<file path="src/rtl/seg_disp_ctrl.sv">
// seg_disp_ctrl
//   Eight-digit seven-segment display controller. Two requesters write hex
//   digits into an 8-entry display buffer through valid/ready ports. A
//   round-robin arbiter with a 1-bit priority pointer grants at most one
//   write per cycle. Each buffer entry is decoded into an active-low segment
//   pattern. The outputs are combinational from the buffer registers, so new
//   data is visible right after the accepting edge.
//
//   Optional feature macro: SEG_BLINK_EN
//     defined   : a 32-bit blink prescaler and a phase bit are built, the
//                 per-digit blink flag is stored, and a blinking digit is
//                 blanked while the phase is 0.
//     undefined : no prescaler and no blink storage are built. The wrN_blink
//                 inputs and BLINK_CLK are ignored, and a digit is visible
//                 whenever its on bit is set.
//
// Ports
//   clk                  system clock
//   rst                  synchronous reset, active-high
//   wrN_valid / ready    requester N handshake (ready is combinational)
//   wrN_addr  [2:0]      target digit index
//   wrN_data  [3:0]      hex value
//   wrN_dp / on / blink  decimal point, digit enable, blink flag
//   o_seg0..o_seg7 [7:0] active-low segments, bit7=a .. bit1=g, bit0=dp
module seg_disp_ctrl #(
    parameter int unsigned BLINK_CLK = 32'd500000
) (
    input  logic       clk,
    input  logic       rst,
    input  logic       wr0_valid,
    output logic       wr0_ready,
    input  logic [2:0] wr0_addr,
    input  logic [3:0] wr0_data,
    input  logic       wr0_dp,
    input  logic       wr0_on,
    input  logic       wr0_blink,
    input  logic       wr1_valid,
    output logic       wr1_ready,
    input  logic [2:0] wr1_addr,
    input  logic [3:0] wr1_data,
    input  logic       wr1_dp,
    input  logic       wr1_on,
    input  logic       wr1_blink,
    output logic [7:0] o_seg0,
    output logic [7:0] o_seg1,
    output logic [7:0] o_seg2,
    output logic [7:0] o_seg3,
    output logic [7:0] o_seg4,
    output logic [7:0] o_seg5,
    output logic [7:0] o_seg6,
    output logic [7:0] o_seg7
);

    // Hex value to active-high segment pattern a..g.
    function automatic logic [6:0] hex_to_seg(input logic [3:0] v);
        logic [6:0] p;
        case (v)
            4'h0:    p = 7'b1111110;
            4'h1:    p = 7'b0110000;
            4'h2:    p = 7'b1101101;
            4'h3:    p = 7'b1111001;
            4'h4:    p = 7'b0110011;
            4'h5:    p = 7'b1011011;
            4'h6:    p = 7'b1011111;
            4'h7:    p = 7'b1110000;
            4'h8:    p = 7'b1111111;
            4'h9:    p = 7'b1111011;
            4'hA:    p = 7'b1110111;
            4'hB:    p = 7'b0011111;
            4'hC:    p = 7'b1001110;
            4'hD:    p = 7'b0111101;
            4'hE:    p = 7'b1001111;
            4'hF:    p = 7'b1000111;
            default: p = 7'b0000000;
        endcase
        return p;
    endfunction

    logic       ptr_r;        // 0: requester 0 has priority on contention
    logic       grant0_s;
    logic       grant1_s;
    logic [2:0] wr_addr_s;
    logic [3:0] wr_data_s;
    logic       wr_dp_s;
    logic       wr_on_s;

    logic [3:0] data_r [8];
    logic       dp_r   [8];
    logic       on_r   [8];
    logic [7:0] seg_s  [8];

`ifdef SEG_BLINK_EN
    logic        wr_blink_s;
    logic        blink_r [8];
    logic [31:0] blink_cnt_r;
    logic        phase_r;
`else
    logic [33:0] unused_s;
    assign unused_s = {wr0_blink, wr1_blink, 32'(BLINK_CLK)};
`endif

    // Round-robin grant: a lone request always wins, the pointer breaks ties.
    always_comb begin
        grant0_s = 1'b0;
        grant1_s = 1'b0;
        if (wr0_valid && wr1_valid) begin
            if (ptr_r == 1'b0) begin
                grant0_s = 1'b1;
            end else begin
                grant1_s = 1'b1;
            end
        end else if (wr0_valid) begin
            grant0_s = 1'b1;
        end else if (wr1_valid) begin
            grant1_s = 1'b1;
        end else begin
            grant0_s = 1'b0;
            grant1_s = 1'b0;
        end
    end

    assign wr0_ready = grant0_s;
    assign wr1_ready = grant1_s;

    // Priority pointer: after a grant, priority moves to the other port.
    always_ff @(posedge clk) begin
        if (rst) begin
            ptr_r <= 1'b0;
        end else if (grant0_s) begin
            ptr_r <= 1'b1;
        end else if (grant1_s) begin
            ptr_r <= 1'b0;
        end else begin
            ptr_r <= ptr_r;
        end
    end

    // Write-port mux: select the fields of whichever port holds the grant.
    always_comb begin
        wr_addr_s = wr0_addr;
        wr_data_s = wr0_data;
        wr_dp_s   = wr0_dp;
        wr_on_s   = wr0_on;
`ifdef SEG_BLINK_EN
        wr_blink_s = wr0_blink;
`endif
        if (grant1_s) begin
            wr_addr_s = wr1_addr;
            wr_data_s = wr1_data;
            wr_dp_s   = wr1_dp;
            wr_on_s   = wr1_on;
`ifdef SEG_BLINK_EN
            wr_blink_s = wr1_blink;
`endif
        end else begin
            wr_addr_s = wr0_addr;
        end
    end

    // Display buffer: reset clears every digit; a granted write replaces all fields.
    always_ff @(posedge clk) begin
        if (rst) begin
            for (int k = 0; k < 8; k++) begin
                data_r[k] <= 4'h0;
                dp_r[k]   <= 1'b0;
                on_r[k]   <= 1'b0;
`ifdef SEG_BLINK_EN
                blink_r[k] <= 1'b0;
`endif
            end
        end else if (grant0_s || grant1_s) begin
            data_r[wr_addr_s] <= wr_data_s;
            dp_r[wr_addr_s]   <= wr_dp_s;
            on_r[wr_addr_s]   <= wr_on_s;
`ifdef SEG_BLINK_EN
            blink_r[wr_addr_s] <= wr_blink_s;
`endif
        end
    end

`ifdef SEG_BLINK_EN
    // Blink prescaler: count 0..BLINK_CLK, toggle the phase on each wrap.
    always_ff @(posedge clk) begin
        if (rst) begin
            blink_cnt_r <= 32'd0;
            phase_r     <= 1'b1;
        end else if (blink_cnt_r == 32'(BLINK_CLK)) begin
            blink_cnt_r <= 32'd0;
            phase_r     <= ~phase_r;
        end else begin
            blink_cnt_r <= blink_cnt_r + 32'd1;
        end
    end
`endif

    // Segment decode: blank (all ones) unless the digit is visible.
    always_comb begin
        for (int k = 0; k < 8; k++) begin
            logic vis_s;
`ifdef SEG_BLINK_EN
            vis_s = on_r[k] & ~(blink_r[k] & ~phase_r);
`else
            vis_s = on_r[k];
`endif
            if (vis_s) begin
                seg_s[k] = ~{hex_to_seg(data_r[k]), dp_r[k]};
            end else begin
                seg_s[k] = 8'hFF;
            end
        end
    end

    assign o_seg0 = seg_s[0];
    assign o_seg1 = seg_s[1];
    assign o_seg2 = seg_s[2];
    assign o_seg3 = seg_s[3];
    assign o_seg4 = seg_s[4];
    assign o_seg5 = seg_s[5];
    assign o_seg6 = seg_s[6];
    assign o_seg7 = seg_s[7];

endmodule

</file>
<file path="config.mk">
export PLATFORM = sky130hd
export DESIGN_NAME = seg_disp_ctrl
export DESIGN_NICKNAME = d
export VERILOG_FILES = /design/src/rtl/seg_disp_ctrl.sv
export SDC_FILE = /design/constraint.sdc
export NUM_CORES = 1
export LEC_CHECK = 0
export BUFFER_PORTS_ARGS = -buffer_cell sky130_fd_sc_hd__buf_2
export CORE_UTILIZATION = 35
export DETAILED_ROUTE_END_ITERATION = 16
export PLACE_DENSITY_LB_ADDON = 0.25
export SYNTH_ARGS = -nofsm -noshare
export SYNTH_HDL_FRONTEND = slang
export SYNTH_SLANG_ARGS = --single-unit
</file>
<file path="constraint.sdc">
create_clock -name clk -period 1.7 [get_ports clk]
set_input_delay 0.085 -clock clk [delete_from_list [all_inputs] [get_ports clk]]
set_output_delay 0.085 -clock clk [all_outputs]
set_load 0.05 [all_outputs]
</file>
==> run summary <==
DR pass1 iterations = 5
Ys Warns = 0
Least-Margin Pin Slew = 0.569 ns
register area share after synthesis = 31.4%
Power Density = 733 nW/um^2
proportion of synthesized area in mux cells = 1.77%
Synth top area share = 31.0%
Synth Register Bits = 49
failing checks = setup timing
RSZ-0062 raised after global routing = true
placed cells = 759
synth top area cells = edfxtp_1 (31%), ha_1 (13%), a211oi_1 (9.2%)
Area growth syn-to-layout = 61.7%
Critical Path Fanout Max = 4
R2R Path End = data_r[5][2]
CTS tree = yes
relative slew slack = 61.8%
minimum clock period = 1.81 ns
gr ovfl total = 0
clk_skew = 0.00678 ns
root buffer cell = clkbuf_16
clock sinks = 49
vias = 4,795
layout cells sized above 1 = 56.2%
complex-gate fraction of the synthesized area = 29.1%
Antenna Cells = 0
NetSw = 2320 uW
main combinational cell family by area after synthesis = compound AO/OA/AOI/OAI gates
DR iter-0 viols = 242
CP endpoint kind = output pin
synthesized cell area = 4650 um^2
Synth area leader = edfxtp_1
Leak = 0.00272 uW
CP Data Arrival Time = 1.73 ns
Reg2Reg Setup Slack = 0.02 ns
final RePlAce weighted congestion = 0.842
final count of pins violating max slew = 0
CP bufs+invs = 2
worst-skew pair later-pin latency = 0.29 ns
GR Util All Layers = 19.1%
CTS H-tree depth = 2
Final Setup Violations = 34
total CTS buffers = 5
DRC = 0
Tcrit/Tclk final = 107%
Internal Pwr Total = 3200 uW
type of the worst min-delay path = input port to flop
vias in the first global route = 4,468
row count = 41
vias per cell = 5.75
DR WL/cell = 17.2 um
FF-to-FF path depth = 4
clock power share = 16.9%
peak supply drop = 0.000373 V
Gate power share = 53.3%
Main synth FF type = edfxtp_1
syn avg cell area = 9.25 um^2
fin cells = 834
initial antenna violation count = 0
hold_ws = 0.0978 ns
global-route wire length before repair = 21,800 um
die height = 117 um
IO Pins = 90
ys async rst share = 0%
die width = 117 um
Starting Density = 36.4%
Clock Path Buffers = 2
Post-DRT Antenna Nets = 0
Post-Synth XOR/XNOR Area = 0%
IO buf count = 87
Max Cap Viol = 0
Crit path required time = 1.62 ns
DIE AREA = 13,800 um^2
outcome = complete, but fails checks
setup ws final = -0.115 ns
dpl hpwl = 9630 um
Flop pwr share = 29.8%
Critical Path Source = data_r[1][0]
Setup crit end = o_seg1[1]
Mapped Cells = 503
syn nets = 575
Fin Setup TNS = -1.45 ns
classification of the worst setup path = flop to output pin
largest net degree at the start of global routing = 29
crit path cell chain = inv_4, ha_4, and2_0, o21ai_1, o311ai_1, buf_4
EDFF count, synth = 48
Post-Synth Adder-Cell Area = 12.9%
cts hold-fix bufs = 0
WP depth = 6
fin nets = 733
clk slew on worst S/H paths = 0.06 ns
Simple-Gate Fraction of Synth Area = 16.7%
Fin. Hold Viols = 0
Net Sw Frac = 42.0%
startpoint class of the critical path = flop
f_max = 0.551 GHz
post-synth cell types = 39
Placeable Area = 12,800 um^2
launching point of the worst reg2reg path = ptr_r
CP peak stage delay = 0.50 ns
Critical-path top delay cell = edfxtp_1
CP top delay family = flip-flops
drt total wl = 14,300 um
worst slack, placed = -0.0539 ns
-- logic make-up after synthesis --
logic type / after synthesis
AOI/OAI and AO/OA: 173
DFF: 49
muxes: 8
and+or+nand+nor: 138
buffers and inverters: 87
adders and majority gates: 48
-- cell usage in the layout (no fill, tap or decap), drive strengths merged, types with 9 or more instances in the layout --
cell,n
a211o,9
a211oi,57
and2,16
buf,194
edfxtp,48
ha,48
inv,43
nand2,12
nand3,12
nand4,24
nor2,18
nor2b,29
o2111ai,18
o211ai,13
o21ai,24
o311ai,35
-- cell type report --
cell class	instances	area (um^2)
clock buffer	8	136
fill	1030	5250
inverter	43	174
multi-input combinational	368	3920
sequential	49	1460
tap	172	215
timing repair buffer	194	1620
-- flip-flops by register name (all words and copies together) (netlist names) --
signal and cells:
data_r 32, dp_r 8, ptr_r 1, on_r 8
-- routing by layer --
layer	track usage (%)	wire length (um)	up-vias
met1	24.7	6080	2302
li1	-	-	2297
met3	2.14	650	36
met4	6.09	379	0
met5	0	0	-
met2	33.1	7200	160
-- worst min-delay path, cell delays in order --
cell and delay, ns:
buf_2 0.13, nor2_1 0.08, a211oi_1 0.05
-- per-stage QoR --
step / area (um^2) / total power [uW] / utilization [%]
after floorplan: 4970 / 3210 / -
after global placement: 5760 / 3700 / 45.1
after detailed placement: 5760 / 3750 / 45.1
after CTS: 6670 / 5090 / 52.2
after global routing: 7530 / 5770 / 58.9
final: 7530 / 5520 / 58.9
-- power groups by stage --
stage	registers [uW]	logic, uW	clock network, uW
2_1_floorplan	1590	1620	0
3_3_place_gp	1670	2040	0
3_5_place_dp	1670	2070	0
4_1_cts	1640	2500	948
5_1_grt	1660	3120	987
6_report	1640	2940	933
-- synth_stat cells (7+ instances only) --
cell type	number
a211o_1	9
a211oi_1	57
and2_1	10
buf_2	8
clkbuf_1	26
edfxtp_1	48
ha_1	48
inv_1	42
nand2_1	12
nand3_1	12
nand3b_1	7
nand4_1	24
nor2_1	18
nor2b_1	29
nor3_1	8
o2111ai_1	18
o211ai_1	13
o21ai_0	24
o311ai_0	35
-- worst min path at each step --
| stage | from | end | slack, ns | depth (start not counted) |
|---|---|---|---|---|
| 2_1_floorplan | wr0_valid | ptr_r | 0.25 | 2 |
| 3_3_place_gp | wr0_valid | ptr_r | 0.38 | 3 |
| 3_5_place_dp | wr0_valid | ptr_r | 0.39 | 3 |
| 4_1_cts | wr0_valid | ptr_r | 0.09 | 3 |
| 5_1_grt | wr1_valid | ptr_r | 0.15 | 2 |
| 6_report | wr0_valid | ptr_r | 0.1 | 3 |
-- what timing repair did --
action | 4_1_cts | 5_1_grt
endpoints found under the hold margin | 0 | 0
resized for setup | 194 | 112
pin swaps | 47 | 48
buffers inserted | 26 | 40
endpoints found under the setup margin | 88 | 101
cloned | 0 | 1
Power figures use the tool's default switching activity.
